**config.mk**
```make
export PLATFORM = sky130hd
export DESIGN_NAME = barrier_gate_ctrl
export DESIGN_NICKNAME = d
export VERILOG_FILES = /design/src/rtl/barrier_gate_ctrl_pkg.sv /design/src/rtl/gate_timer.sv /design/src/rtl/barrier_gate_ctrl.sv
export SDC_FILE = /design/constraint.sdc
export NUM_CORES = 1
export LEC_CHECK = 0
export ABC_AREA = 1
export CELL_PAD_IN_SITES_DETAIL_PLACEMENT = 1
export CELL_PAD_IN_SITES_GLOBAL_PLACEMENT = 1
export CORE_ASPECT_RATIO = 0.75
export CORE_UTILIZATION = 43
export DETAILED_ROUTE_END_ITERATION = 7
export PLACE_DENSITY_LB_ADDON = 0.1
export REMOVE_ABC_BUFFERS = 1
export SLEW_MARGIN = 20
export SYNTH_ARGS = -nofsm -noshare
export SYNTH_HDL_FRONTEND = slang
export SYNTH_HIERARCHICAL = 1
export SYNTH_SLANG_ARGS = --single-unit
```
**constraint.sdc**
```tcl
create_clock -name clk -period 5.47 [get_ports clk]
set_input_delay 1.3675 -clock clk [delete_from_list [all_inputs] [get_ports clk]]
set_output_delay 1.3675 -clock clk [all_outputs]
set_load 0.02 [all_outputs]
```
**src/rtl/barrier_gate_ctrl_pkg.sv**
```systemverilog
// Shared parking definitions: gate and parking-controller state codes, default
// gate timing parameters.
package barrier_gate_ctrl_pkg;

    typedef enum logic [2:0] {
        GS_HOMING  = 3'd0,
        GS_CLOSED  = 3'd1,
        GS_OPENING = 3'd2,
        GS_OPEN    = 3'd3,
        GS_CLOSING = 3'd4,
        GS_STOP    = 3'd5,
        GS_FAULT   = 3'd6
    } gate_state_e;

    typedef enum logic [1:0] {
        PK_IDLE       = 2'd0,
        PK_WAIT_GATE  = 2'd1,
        PK_PASSING    = 2'd2,
        PK_CLOSE_GATE = 2'd3
    } park_state_e;

    localparam int MOVE_TIMEOUT_DEF = 20;
    localparam int DEADTIME_DEF     = 2;
    localparam int TIMER_W          = 8;

    function automatic logic is_travel(gate_state_e s);
        return s inside {GS_HOMING, GS_OPENING, GS_CLOSING};
    endfunction

endpackage

```
**src/rtl/gate_timer.sv**
```systemverilog
// Travel timer: counts cycles spent moving; flags the cycle whose count step
// would reach the timeout limit.
module gate_timer
    import barrier_gate_ctrl_pkg::*;
(
    input  logic               clk,
    input  logic               reset,
    input  logic               clear,
    input  logic               enable,
    input  logic               hold,
    input  logic [TIMER_W-1:0] limit,
    output logic               expired
);

    logic [TIMER_W-1:0] count;

    always_ff @(posedge clk) begin
        if (reset || clear)
            count <= '0;
        else if (enable && !hold)
            count <= count + 1'b1;
    end

    assign expired = enable && !hold && ((count + 1'b1) == limit);

endmodule

```
**src/rtl/barrier_gate_ctrl.sv**
```systemverilog
// Parking barrier gate controller: command handshake, travel supervision,
// obstruction reversal and fault/homing recovery with registered outputs.
module barrier_gate_ctrl
    import barrier_gate_ctrl_pkg::*;
#(
    parameter int MOVE_TIMEOUT = MOVE_TIMEOUT_DEF,
    parameter int DEADTIME     = DEADTIME_DEF
) (
    input  logic       clk,
    input  logic       reset,
    input  logic       cmd_valid,
    input  logic       cmd_open,
    output logic       cmd_ready,
    input  logic       up_limit,
    input  logic       down_limit,
    input  logic       obstruct,
    input  logic       fault_clr,
    output logic       motor_up,
    output logic       motor_down,
    output logic       done,
    output logic       fault,
    output logic [2:0] gate_state,
    output logic [3:0] rev_count
);

    gate_state_e state, nxt;
    logic [7:0]  off_cnt, off_nxt;
    logic        accept, off_ok, expired, arrive;
    logic        up_nxt, dn_nxt, done_nxt;

    assign accept     = cmd_valid && cmd_ready;
    assign off_ok     = off_cnt >= 8'(DEADTIME);
    assign gate_state = state;

    gate_timer u_timer (
        .clk     (clk),
        .reset   (reset),
        .clear   (is_travel(nxt) && (nxt != state)),
        .enable  (is_travel(state)),
        .hold    ((state == GS_HOMING) && obstruct),
        .limit   (TIMER_W'(MOVE_TIMEOUT)),
        .expired (expired)
    );

    always_comb begin
        nxt = state;
        if (state != GS_FAULT && up_limit && down_limit)
            nxt = GS_FAULT;
        else begin
            case (state)
                GS_HOMING:  if (down_limit) nxt = GS_CLOSED;
                            else if (expired) nxt = GS_FAULT;
                GS_CLOSED:  if (!down_limit) nxt = GS_FAULT;
                            else if (accept && cmd_open) nxt = GS_OPENING;
                GS_OPEN:    if (!up_limit) nxt = GS_FAULT;
                            else if (accept && !cmd_open) nxt = GS_CLOSING;
                GS_OPENING: if (up_limit) nxt = GS_OPEN;
                            else if (expired) nxt = GS_FAULT;
                // obstruction outranks reaching the bottom limit
                GS_CLOSING: if (obstruct) nxt = GS_STOP;
                            else if (down_limit) nxt = GS_CLOSED;
                            else if (expired) nxt = GS_FAULT;
                GS_STOP:    if (off_ok) nxt = GS_OPENING;
                GS_FAULT:   if (fault_clr && off_ok) nxt = GS_HOMING;
                default:    nxt = GS_FAULT;
            endcase
        end
    end

    // off_cnt tracks consecutive motor-off cycles; any motion start that could
    // reverse direction waits until it reaches DEADTIME.
    always_comb begin
        up_nxt   = (nxt == GS_OPENING);
        dn_nxt   = (nxt == GS_CLOSING) ||
                   ((nxt == GS_HOMING) && (state == GS_HOMING) && !obstruct);
        off_nxt  = (up_nxt || dn_nxt) ? 8'd0 : (off_ok ? off_cnt : off_cnt + 8'd1);
        arrive   = ((state == GS_OPENING) && (nxt == GS_OPEN)) ||
                   ((state == GS_CLOSING) && (nxt == GS_CLOSED));
        done_nxt = arrive || (accept && (nxt == state));
    end

    always_ff @(posedge clk) begin
        if (reset) begin
            state      <= GS_HOMING;
            motor_up   <= 1'b0;
            motor_down <= 1'b0;
            done       <= 1'b0;
            fault      <= 1'b0;
            cmd_ready  <= 1'b0;
            rev_count  <= 4'd0;
            off_cnt    <= 8'd0;
        end else begin
            state      <= nxt;
            motor_up   <= up_nxt;
            motor_down <= dn_nxt;
            done       <= done_nxt;
            fault      <= (nxt == GS_FAULT);
            cmd_ready  <= ((nxt == GS_CLOSED) || (nxt == GS_OPEN)) &&
                          (off_nxt >= 8'(DEADTIME));
            off_cnt    <= off_nxt;
            if ((state == GS_CLOSING) && (nxt == GS_STOP) && (rev_count != 4'hF))
                rev_count <= rev_count + 4'd1;
        end
    end

endmodule

```
==> results of run 1 <==
[per-stage QoR]
step	area, um^2	util [%]
2_1_floorplan	1950	-
3_3_place_gp	2210	53.0
3_5_place_dp	2210	53.0
4_1_cts	2290	54.7
5_1_grt	2290	54.7
6_report	2290	54.7
[routing by layer]
| layer | vias up | GRT usage, % | share of wire [%] |
|---|---|---|---|
| met5 | - | 0 | 0 |
| met4 | 0 | 4.16 | 0.39 |
| met3 | 2 | 3.97 | 3.6 |
| met2 | 29 | 43.7 | 47 |
| met1 | 956 | 33.4 | 49 |
| li1 | 1005 | - | - |
[registers in the layout, summed over array words and instances (netlist names)]
| register | cells |
|---|---|
| u_timer/count | 8 |
| motor_down | 1 |
| fault | 1 |
| rev_count | 4 |
| done | 1 |
| cmd_ready | 1 |
| off_cnt | 8 |
| gate_state | 3 |
| motor_up | 1 |
[kinds of logic after synthesis]
family                   count (synthesis)
AND/OR/NAND/NOR                        174
buffers and inverters                   58
AO/OA/AOI/OAI                           35
flip-flops                              28
XOR/XNOR                                 4
adder cells (fa/ha/maj)                  4
other                                    2
[layout make-up]
| cell class | instances | area share (%) |
|---|---|---|
| well taps | 55 | 3.01 |
| clock buffers | 3 | 1.81 |
| clock inverters | 1 | 1.31 |
| inverters | 54 | 8.87 |
| multi-input cells | 232 | 51.8 |
| flip-flops and latches | 28 | 24.5 |
| repair buffers | 20 | 8.65 |
[Yosys cell counts, drive strengths merged]
library cell | number | area [um^2]
nand3b | 1 | 7.51
o211ai | 3 | 22.5
o21ai | 12 | 60.1
buf | 4 | 31.3
o21bai | 1 | 7.51
conb | 2 | 7.51
ha | 4 | 50.1
nor3 | 5 | 30.0
inv | 53 | 199
or2 | 1 | 6.26
nand4 | 2 | 12.5
nor2 | 52 | 278
nand2 | 76 | 308
dfxtp | 28 | 561
a211oi | 1 | 7.51
nand3 | 36 | 208
xor2 | 4 | 35.0
clkinv | 1 | 3.75
nor4 | 1 | 6.26
a21oi | 18 | 90.1
[critical path, delay by kind of cell]
family	cells	cell delay [ns]
buf+inv	6	1.06
compound gates	4	0.43
simple gates	17	1.88
[worst paths after layout]
kind                 endpoint  cells after the start          start
min reg2reg        off_cnt[5]                      2     off_cnt[5]
max reg2reg  u_timer/count[5]                     27  gate_state[0]
max          u_timer/count[5]                     27       obstruct
min                off_cnt[5]                      2     off_cnt[5]
[power groups by stage]
stage	logic, mW	registers (mW)	clock network, mW
floorplan	0.404	0.326	0
global placement	0.563	0.318	0
detailed placement	0.591	0.320	0
CTS	0.599	0.316	0.168
global route	0.672	0.323	0.172
finish	0.602	0.317	0.165
==> results_dict.tcl, run 1 <==
set metrics [dict create \
    tns_ns 0 \
    ctsHtreeMaxLevel 1 \
    routedWlPerCell_um 14.2 \
    routed_via_density 5.07 \
    synth_compound_area_share_pct 9.72 \
    netlist-cell-type-count 32 \
    num_rows 20 \
    area.sequential_um2 561 \
    synthToLayoutAreaGrowth_pct 18.4 \
    grt_pass1_wl_um 9110 \
    final.hold.worst_slack_ns 0.482 \
    clk_root_buffer_cell "sky130_fd_sc_hd__clkbuf_8" \
    timing.setup.critical_path_class "in -> reg" \
    cts.repair.resized 0 \
    syn-cell-area_mm2 0.00193 \
    postSynthAreaPerCell_um2 6.33 \
    cts.clk_slew.worst_paths_ns 0.10 \
    final_cell_count_no_fill 393 \
    result_of_the_run "completed" \
    post_cts_setup_repair_bufs 0 \
    dr_total_vias 1992 \
    report.final.slew_viol_count 0 \
    drt_first_iter_violations 74 \
    clock_tree_from_tritoncts "yes" \
    p_seq_share_pct 29.2 \
    synth.yosys.warnings 6 \
    portion_of_the_clock_cycle_consumed_by_the_worst_path_in_the_final_layout_pct 82.6 \
    worstSetupStartpointType "input port" \
    arrival_ns 4.75 \
    highest_count_cells_in_the_layout_ignoring_fill_and_taps "sky130_fd_sc_hd__nand2_1 (69), sky130_fd_sc_hd__inv_1 (43), sky130_fd_sc_hd__nor2_1 (34)" \
    p_clk_share_pct 15.2 \
    drt.antenna.violating_nets 0 \
    synth_mux_area_share_pct 0 \
    crit_path_top_delay_cell "sky130_fd_sc_hd__clkdlybuf4s50_1" \
    setup_viol 0 \
    endpoints_failing_hold 0 \
    mostFrequentLayoutCell "sky130_fd_sc_hd__nand2_1" \
    cellLeakagePower_nw 1.07 \
    place.detailed.instances 389 \
    clock_buffer_count_from_cts 3 \
    cts_hold_buffers 0 \
    p_sw_share_pct 49.3 \
    worst_ep_required_time_ns 5.70 \
    setup_repair_after_global_routing_missed_its_margin "no" \
    detailedRoute.firstPassIterationCount 4 \
    place_hpwl_um 4530 \
    synthSimpleGateAreaFrac_pct 44.3 \
    floorplan.initialDensity_pct 46.2 \
    grt_max_degree 17 \
    port_buffers 19 \
    cts-root-to-sink-buffers 2 \
    ys_seq_area_share_pct 29.0 \
    clkLatencyLatePin_ns 0.28 \
    final.min_clock_period_ns 4.52 \
    synthAdderAreaFrac_pct 2.59 \
    fraction_of_layout_instances_using_a_drive_strength_above_1_pct 13.3 \
    powerDensity_mw_per_mm2 475 \
    cp_dominant_cell_by_count "sky130_fd_sc_hd__nor2_1" \
    vdd.ir_drop.worst_v 0.000303 \
    antenna_cells_inserted 0 \
    die_height_um 60.0 \
    max_cap_viol_count 0 \
    antenna_violations_before_repair 0 \
    groute.usage.overall_pct 25.1 \
    r2r_slack_ns 1.70 \
    internal_power_mw 0.550 \
    drt_wl_total_um 5570 \
    boundary_pin_count 20 \
    hold_class "reg -> reg" \
    postSynthCellCount 305 \
    timing.critical_path.to_type "flop" \
    fin_total_pwr_mw 1.08 \
    final_net_count 351 \
    design.core.area_mm2 0.00418 \
    crit_path_max_incr_delay_ns 0.46 \
    post-route-drc-count 0 \
    synth_xor_xnor_area_share_pct 1.81 \
    p_comb_share_pct 55.5 \
    grt_pass1_vias 1946 \
    fin_ws_ns 0.952 \
    die_width_um 79.4 \
    fillers 607 \
    gr-total-overflow 0 \
    weighted_congestion_reported_at_the_end_of_routability_driven_placement 0.833 \
    main_combinational_cell_family_by_area_after_synthesis "simple AND/OR/NAND/NOR gates" \
    p_switching_mw 0.535 \
    numClockSinks 28 \
    synth_seq_cells 28 \
    fmax_ghz 0.221 \
    pre_cts_slack_ns 0.754 \
    worst_clock_skew_ns 0.00531 \
    critical_path.max_fanout 11 \
    design.die.area_mm2 0.00476 \
    multiInputGateArea_mm2 0.00118 \
]
(Power assumes the default switching activity.)
==> inputs of run 2 (changes only) <==
Settings changed: CORE_UTILIZATION 43 to 40.
Clock period 5.47 ns to 4.3 ns, I/O delays scaled along.
==> run 2 against run 1 <==
Clock skew down 0.0018 ns. Non-clock buffer count up 1. Critical path depth down 1. Sequential share of layout area down 0.11 points. Power up 26%. Core utilization down 4.2 points. Hold slack worse by 0.0087 ns. Clock power up 29%. Critical endpoint unchanged. Largest cell class unchanged.
==> results_dict.tcl, run 2 (synthesized netlist as in run 1, its figures left out) <==
set metrics [dict create \
    result_of_the_run "completed" \
    port_buffers 19 \
    crit_path_max_incr_delay_ns 0.44 \
    cts.repair.resized 0 \
    design.die.area_mm2 0.00511 \
    detailedRoute.firstPassIterationCount 4 \
    grt_pass1_wl_um 8980 \
    synthToLayoutAreaGrowth_pct 18.9 \
    setup_viol 0 \
    cellLeakagePower_nw 1.08 \
    powerDensity_mw_per_mm2 597 \
    cp_dominant_cell_by_count "sky130_fd_sc_hd__nor2_1" \
    grt_pass1_vias 1921 \
    weighted_congestion_reported_at_the_end_of_routability_driven_placement 0.794 \
    worst_clock_skew_ns 0.00348 \
    die_height_um 62.2 \
    path_delay_family "simple AND/OR/NAND/NOR gates" \
    crit_path_top_delay_cell "sky130_fd_sc_hd__clkdlybuf4s50_1" \
    routed_via_density 4.82 \
    report.final.slew_viol_count 0 \
    cts.clk_slew.worst_paths_ns 0.10 \
    design.core.area_mm2 0.00455 \
    vdd.ir_drop.worst_v 0.000316 \
    drt.antenna.violating_nets 0 \
    hold_class "reg -> reg" \
    post-route-drc-count 0 \
    num_rows 21 \
    final_net_count 352 \
    numClockSinks 28 \
    final.min_clock_period_ns 3.91 \
    antenna_cells_inserted 0 \
    fmax_ghz 0.256 \
    post_cts_setup_repair_bufs 0 \
    clkLatencyLatePin_ns 0.28 \
    cts-root-to-sink-buffers 2 \
    max_cap_viol_count 0 \
    clock_buffer_count_from_cts 3 \
    highest_count_cells_in_the_layout_ignoring_fill_and_taps "sky130_fd_sc_hd__nand2_1 (69), sky130_fd_sc_hd__inv_1 (43), sky130_fd_sc_hd__nor2_1 (34)" \
    groute.usage.overall_pct 22.8 \
    tns_ns 0 \
    critical_path.max_fanout 7 \
    boundary_pin_count 20 \
    endpoints_failing_hold 0 \
    timing.critical_path.to_type "flop" \
    mostFrequentLayoutCell "sky130_fd_sc_hd__nand2_1" \
    place_hpwl_um 4220 \
    dr_total_vias 1908 \
    arrival_ns 4.14 \
    clk_root_buffer_cell "sky130_fd_sc_hd__clkbuf_8" \
    routedWlPerCell_um 12.9 \
    fin_total_pwr_mw 1.37 \
    fraction_of_layout_instances_using_a_drive_strength_above_1_pct 13.6 \
    setup_repair_after_global_routing_missed_its_margin "no" \
    timing.setup.critical_path_class "in -> reg" \
    floorplan.initialDensity_pct 42.5 \
    worst_ep_required_time_ns 4.53 \
    drt_first_iter_violations 145 \
    critPathBufInv 5 \
    clock_tree_from_tritoncts "yes" \
    largest_registers "off_cnt (8), u_timer/count (8), rev_count (4)" \
    grt_max_degree 17 \
    ctsHtreeMaxLevel 1 \
    die_width_um 82.2 \
    gr-total-overflow 0 \
    drt_wl_total_um 5110 \
    portion_of_the_clock_cycle_consumed_by_the_worst_path_in_the_final_layout_pct 90.9 \
    cts_hold_buffers 0 \
    antenna_violations_before_repair 0 \
    worstSetupStartpointType "input port" \
]
-- run 2: cell count changes in the layout (fill, tap and decap cells not counted), sizes merged --
cell	delta
buf	+1
-- run 2: path summary, 6_finish.rpt --
path | startpoint | end | slack (ns) | depth (start not counted)
max | obstruct | u_timer/count[5] | 0.39 | 26
min reg2reg | off_cnt[4] | off_cnt[4] | 0.47 | 2
max reg2reg | gate_state[0] | u_timer/count[5] | 0.88 | 26
min | off_cnt[4] | off_cnt[4] | 0.47 | 2
-- run 2: area by class of cell --
cell class	count	area, um^2
tap	57	71.3
multi-input combinational	232	1180
sequential	28	561
inverter	54	203
clock inverter	1	30.0
timing repair buffer	21	205
fill	645	2250
clock buffer	3	41.3
-- run 2: per-stage QoR --
step | setup WS [ns] | utilization [%] | hold slack [ns] | instance area, um^2 | std cells
floorplan | 0.674 | - | 0.435 | 1950 | 314
global placement | 0.348 | 48.9 | 0.449 | 2220 | 392
detailed placement | 0.132 | 48.9 | 0.457 | 2220 | 392
CTS | 0.374 | 50.5 | 0.476 | 2300 | 396
global route | 0.00742 | 50.5 | 0.490 | 2300 | 396
finish | 0.392 | 50.5 | 0.473 | 2300 | 396
-- run 2: tightest hold or removal path, stage by stage (launching register included) --
cell,delay (ns)
sky130_fd_sc_hd__dfxtp_1,0.32
sky130_fd_sc_hd__inv_1,0.08
sky130_fd_sc_hd__nor2_2,0.04
-- run 2: power breakdown --
part	internal (mW)	switching, mW	leakage, nW
clock	0.125	0.0881	0.0357
sequential	0.322	0.0830	0.228
combinational	0.257	0.495	0.812
-- run 2: per-layer routing --
layer	vias up	share of wire [%]	global-route usage (%)
li1	1008	-	-
met5	-	0	0
met2	34	42	33.5
met3	0	4.6	4.12
met1	866	54	34.9
met4	0	0	3.29
